### config.mk
export PLATFORM = sky130hd
export DESIGN_NAME = ripple_count_sampler
export DESIGN_NICKNAME = d
export VERILOG_FILES = /design/src/rtl/ripple_count_sampler.sv
export SDC_FILE = /design/constraint.sdc
export NUM_CORES = 1
export LEC_CHECK = 0
export CAP_MARGIN = 20
export CORE_MARGIN = 2
export CORE_UTILIZATION = 40
export DETAILED_ROUTE_END_ITERATION = 6
export GPL_TIMING_DRIVEN = 0
export PLACE_DENSITY = 0.6
export SYNTH_ARGS = -nofsm -noshare
export SYNTH_HDL_FRONTEND = slang
export SYNTH_SLANG_ARGS = --single-unit
### constraint.sdc
create_clock -name clk -period 2.85 [get_ports clk]
set_input_delay 0.285 -clock clk [delete_from_list [all_inputs] [get_ports clk]]
set_output_delay 0.285 -clock clk [all_outputs]
set_load 0.03 [all_outputs]
### src/rtl/ripple_count_sampler.sv
// Brings a free-running asynchronous ripple-counter value into the clk domain, filters ripple
// transients, extends it with a wrap count and presents it on a valid/ready port.
// Optional build macro: RCS_SKIP_CHK_EN (flags accepted deltas larger than one).
module ripple_count_sampler #(
  parameter int IN_W       = 4,
  parameter int EXT_W      = 12,
  parameter int STABLE_CYC = 2
) (
  input  logic                  clk,
  input  logic                  rst,
  input  logic [IN_W-1:0]       cnt_in,
  input  logic                  smp_en,
  output logic                  out_valid,
  input  logic                  out_ready,
  output logic [EXT_W+IN_W-1:0] out_count,
  output logic                  wrap_pulse,
  output logic                  ovf,
  output logic                  err_skip
);
  localparam int OUT_W  = EXT_W + IN_W;
  localparam int STAB_W = $clog2(STABLE_CYC + 1);
  localparam logic [STAB_W-1:0] STAB_MAX = STAB_W'(STABLE_CYC);

  typedef enum logic [1:0] {IDLE = 2'd0, BASE = 2'd1, TRACK = 2'd2} state_t;

  state_t            state_q, state_d;
  logic [IN_W-1:0]   s1_q, s2_q;
  logic [IN_W-1:0]   cand_q, cand_d;
  logic [STAB_W-1:0] stab_q, stab_d;
  logic              accept;
  logic [IN_W-1:0]   prev_q, prev_d;
  logic [EXT_W-1:0]  wrap_cnt_q, wrap_cnt_d;
  logic [EXT_W:0]    wrap_nxt;
  logic              wrap_pulse_q, wrap_pulse_d;
  logic              ovf_q, ovf_d;
  logic              emit;
  logic [OUT_W-1:0]  ext;
  logic [OUT_W-1:0]  out_count_q, out_count_d;
  logic              out_valid_q, out_valid_d;
  logic [OUT_W-1:0]  park_q, park_d;
  logic              park_vld_q, park_vld_d;
  logic              xfer;

  function automatic logic [STAB_W-1:0] stab_sat_inc(input logic [STAB_W-1:0] s);
    return (s >= STAB_MAX) ? STAB_MAX : s + 1'b1;
  endfunction

  // MSB of the result is the carry out of an all-ones wrap counter.
  function automatic logic [EXT_W:0] wrap_inc(input logic [EXT_W-1:0] w);
    return {&w, w + 1'b1};
  endfunction

  assign wrap_nxt = wrap_inc(wrap_cnt_q);

  // Stage 1: stability filter on the synchronised value
  always_comb begin
    cand_d = cand_q;
    stab_d = stab_q;
    accept = 1'b0;
    if (s2_q != cand_q) begin
      cand_d = s2_q;
      stab_d = STAB_W'(1);
      accept = (STABLE_CYC == 1);
    end else begin
      stab_d = stab_sat_inc(stab_q);
      accept = (stab_q != STAB_MAX) && (stab_d == STAB_MAX);
    end
  end

  // Stage 2: baseline/tracking FSM and wrap extension
  always_comb begin
    state_d      = state_q;
    prev_d       = prev_q;
    wrap_cnt_d   = wrap_cnt_q;
    wrap_pulse_d = 1'b0;
    ovf_d        = ovf_q;
    emit         = 1'b0;
    case (state_q)
      IDLE: begin
        if (smp_en) state_d = BASE;
      end
      BASE: begin
        if (!smp_en) begin
          state_d = IDLE;
        end else if (accept) begin
          prev_d  = cand_d;
          state_d = TRACK;
        end
      end
      TRACK: begin
        if (!smp_en) begin
          state_d = IDLE;
        end else if (accept && (cand_d != prev_q)) begin
          emit   = 1'b1;
          prev_d = cand_d;
          if (cand_d < prev_q) begin
            wrap_cnt_d   = wrap_nxt[EXT_W-1:0];
            wrap_pulse_d = 1'b1;
            if (wrap_nxt[EXT_W]) ovf_d = 1'b1;
          end
        end
      end
      default: state_d = IDLE;
    endcase
  end

  assign ext  = {wrap_cnt_d, cand_d};
  assign xfer = out_valid_q && out_ready;

  // Stage 3: output register with a single latest-wins park slot
  always_comb begin
    out_count_d = out_count_q;
    out_valid_d = out_valid_q;
    park_d      = park_q;
    park_vld_d  = park_vld_q;
    if (emit) begin
      if (!out_valid_q || out_ready) begin
        out_count_d = ext;
        out_valid_d = 1'b1;
        park_vld_d  = 1'b0;
      end else begin
        park_d     = ext;
        park_vld_d = 1'b1;
      end
    end else if (xfer) begin
      if (park_vld_q && (park_q != out_count_q)) begin
        out_count_d = park_q;
      end else begin
        out_valid_d = 1'b0;
      end
      park_vld_d = 1'b0;
    end
  end

  always_ff @(posedge clk) begin
    if (rst) begin
      s1_q         <= '0;
      s2_q         <= '0;
      cand_q       <= '0;
      stab_q       <= '0;
      state_q      <= IDLE;
      prev_q       <= '0;
      wrap_cnt_q   <= '0;
      wrap_pulse_q <= 1'b0;
      ovf_q        <= 1'b0;
      out_count_q  <= '0;
      out_valid_q  <= 1'b0;
      park_q       <= '0;
      park_vld_q   <= 1'b0;
    end else begin
      s1_q         <= cnt_in;
      s2_q         <= s1_q;
      cand_q       <= cand_d;
      stab_q       <= stab_d;
      state_q      <= state_d;
      prev_q       <= prev_d;
      wrap_cnt_q   <= wrap_cnt_d;
      wrap_pulse_q <= wrap_pulse_d;
      ovf_q        <= ovf_d;
      out_count_q  <= out_count_d;
      out_valid_q  <= out_valid_d;
      park_q       <= park_d;
      park_vld_q   <= park_vld_d;
    end
  end

`ifdef RCS_SKIP_CHK_EN
  logic [IN_W-1:0] delta;
  logic            err_skip_q, err_skip_d;

  // Modular distance, so a wrap from all-ones to zero counts as a step of one.
  assign delta = cand_d - prev_q;

  always_comb begin
    err_skip_d = err_skip_q;
    if (emit && (delta > IN_W'(1))) err_skip_d = 1'b1;
  end

  always_ff @(posedge clk) begin
    if (rst) err_skip_q <= 1'b0;
    else     err_skip_q <= err_skip_d;
  end

  assign err_skip = err_skip_q;
`else
  assign err_skip = 1'b0;
`endif

  assign out_valid  = out_valid_q;
  assign out_count  = out_count_q;
  assign wrap_pulse = wrap_pulse_q;
  assign ovf        = ovf_q;

endmodule

==> flow_metrics.py, run 1 <==
metrics = {
    "timing": {
        "hold_viol": 0,
        "slew_viol_final": 0,
        "min_period_over_period_pct": 93.40,
        "slew_headroom_pct": 60.22,
        "fin_skew_ps": 10.66,
        "rsz0062_at_grt": "no",
        "setup_viol": 0,
        "finalSetupTns_ps": 0,
        "whs_ps": 310.5,
        "worstMarginPinSlew_ps": 596.7,
        "finalCriticalPeriod_ps": 2662,
        "fmaxAchievable_ghz": 0.3757,
    },
    "setup_path": {
        "critPathLaunchType": "flop",
        "required_ps": 3110,
        "crit_path_cell_trace": "clkbuf_1, ha_1, nor2b_1, o211a_1, clkbuf_1, nor4_1, nand2_1, xor2_1, a211oi_1",
        "crit_top_cell": "clkbuf_1",
        "endpoint_kind": "flop",
        "crit_family": "simple AND/OR/NAND/NOR gates",
        "worstSetupPathType": "reg2reg",
        "cp_data_arrival_time_ps": 2920,
        "cp_slowest_cell": "nor4_1",
        "startpoint": "s2_q[1]",
        "worstReg2RegStart": "s2_q[1]",
        "worstPathBufferInverterCount": 2,
        "path_max_fanout": 10,
        "slowest_delay_ps": 570,
    },
    "synthesis": {
        "yosys_warnings": 0,
        "synth_enable_flop_cells": 0,
        "ys_async_sr_fraction_pct": 0,
        "syn-num-nets": 356,
        "synth.cell_area_um2": 3095,
        "ys_ff_latch": 68,
        "avgSynthCellArea_um2": 9.025,
        "synthCells": 343,
        "netlist.area_leader.share_pct": 43.98,
        "synth.area.top_cells": "dfxtp_1 44%, xnor2_1 9.1%, nor2_1 6.9%",
        "synth-seq-area-share_pct": 43.98,
        "synth_top_cell_by_area": "dfxtp_1",
        "ys_types": 41,
        "ys.flop_type": "dfxtp_1",
    },
    "layout": {
        "final_util_pct": 48.91,
        "layout_common_cells": "68 x dfxtp_1, 56 x nor2_1, 32 x xnor2_1, 25 x clkdlybuf4s50_1, 17 x nand2_1",
        "final_area_um2": 3721,
        "area_growth_syn_to_layout_pct": 20.21,
        "nFillCells": 747,
        "antenna_cells": 0,
        "nNetsFinal": 394,
        "final_layout_size_suffix_gt1_share_pct": 9.067,
        "layout_commonest_cell": "dfxtp_1",
    },
    "routing": {
        "ant_nets": 0,
        "dr.pass1.iters": 4,
        "drt-vias-per-instance": 5.074,
        "vias": 2476,
        "wl_per_cell_um": 15.08,
        "dr.first_iter.drc_count": 160,
        "wl_mm": 7.360,
        "remaining_drc_errors": 0,
    },
    "floorplanning": {
        "die-height_um": 91.97,
        "initial_utilization_pct": 40.69,
        "ios": 28,
        "core_area_um2": 7607,
        "die_area_um2": 8458,
        "rows": 32,
        "dieWidth_um": 91.97,
    },
    "worst_hold_path": {
        "hold_path_class": "in2reg",
        "holdCritStartpoint": "rst",
    },
    "placement": {
        "routabilityCongestion": 0.8367,
        "io_buffers": 25,
        "place_area_um2": 3473,
        "hpwl_mm": 5.269,
    },
    "clock_network": {
        "cts_made_buffers": 9,
        "cts_max_path_buffers": 2,
        "worstSkewPairLatency_ps": 350,
        "clkTransAtPathRegs_ps": 80,
        "root_buffer": "clkbuf_8",
        "cts_tree": "yes",
        "hold_buffers": 0,
        "htreeDepth": 3,
        "cts_sinks": 68,
    },
    "pwr": {
        "p_leak_nw": 1.276,
        "cellPowerDensity_nw_per_um2": 501.2,
        "irDropWorstVdd_mv": 0.2293,
        "power_mw": 1.865,
    },
    "global_routing": {
        "grt_pass1_wl_mm": 12.26,
        "grt_use_total_pct": 19.04,
        "antenna_found_initial": 0,
        "grt_pass1_vias": 2416,
        "grt_max_degree": 13,
        "grt_overflow": 0,
    },
    "status": {
        "outcome": "finished clean",
    },
    "job": {
        "max_cap_viol_count": 0,
    },
}
-- per-layer routing --
layer | vias up | wire, um | share of wire [%] | global-route usage [%]
li1 | 1260 | - | - | -
met1 | 1157 | 3752 | 51 | 26.25
met2 | 50 | 3257 | 44 | 29.35
met3 | 9 | 246 | 3.3 | 3.040
met4 | 0 | 104 | 1.4 | 8.582
met5 | - | 0 | 0 | 0
-- cells in the mapped netlist (2+ instances only) --
library cell and instances:
and3_1 4, nand2b_1 3, buf_2 4, inv_1 6
nor3_1 10, xnor2_1 32, xor2_1 7, mux2i_1 15
and2_1 3, dfxtp_1 68, mux2_2 3, a21oi_1 14
and4_1 3, nor2_1 57, nand2_1 17, ha_1 5
a211o_1 8, o21ai_0 4, nor4_1 3, nor2b_1 15
o211a_1 2, nand4_1 9, clkbuf_1 14, nor3b_1 2
nand3_1 6, a211oi_1 14
-- layout make-up --
cell class | instances | area (um2) | share of cell area (%)
plain buffers | 20 | 91.34 | 2.455
clock buffers | 10 | 137.6 | 3.699
clock inverters | 6 | 63.81 | 1.715
inverters | 6 | 22.52 | 0.6052
multi-input cells | 249 | 1652 | 44.38
flip-flops and latches | 68 | 1361 | 36.58
well taps | 102 | 127.6 | 3.430
repair buffers | 27 | 265.3 | 7.128
-- final timing paths --
check	to	slack, ps	cells past startpoint
worst max-delay path	park_q[12]	190	9
worst min-delay path	s2_q[3]	310	2
worst max register to register	park_q[12]	190	9
worst min register to register	s2_q[3]	440	1
-- where the power goes --
group / internal (mW) / switching (mW)
Clock: 0.426 / 0.382
Sequential: 0.960 / 0.00803
Combinational: 0.0322 / 0.0570
-- kinds of logic (layout without fill, tap and decap cells) --
kind of cell / Yosys count / after routing / synth area share (%)
xor gates and xnor gates: 39 / 39 / 11.03
adders and majority gates: 5 / 5 / 2.021
buffers and inverters: 26 / 69 / 3.678
AOI/OAI and AO/OA: 48 / 48 / 11.12
muxes: 18 / 18 / 5.942
and+or+nand+nor: 138 / 138 / 22.11
other: 1 / 1 / 0.1211
DFF: 68 / 68 / 43.98
-- sequential cells by signal (all words and copies together) (netlist names), 4 cells and up --
| register | flops |
|---|---|
| s1_q | 4 |
| wrap_cnt_q | 12 |
| cand_q | 4 |
| prev_q | 4 |
| out_count | 16 |
| park_q | 16 |
| s2_q | 4 |
-- repair_timing --
item                       4_1_cts  5_1_grt
buffers inserted                 0        2
pin swaps                        0        1
resized for setup                1        5
setup endpoints to repair        4       27
-- per-stage QoR --
stage                     std cells  worst slack [ps]
after floorplan                 343             539.5
after global placement          470            -57.55
after detailed placement        470            -87.67
after CTS                       486             73.25
after global routing            488             17.24
final                           488             188.1
No activity file was read; power rests on OpenSTA's default activity.
==> inputs of run 2 (changes only) <==
GPL_ROUTABILITY_DRIVEN = 0   (was not set)
==> results of run 2 <==
No change in the layout: final DEF, timing and power equal those of run 1.
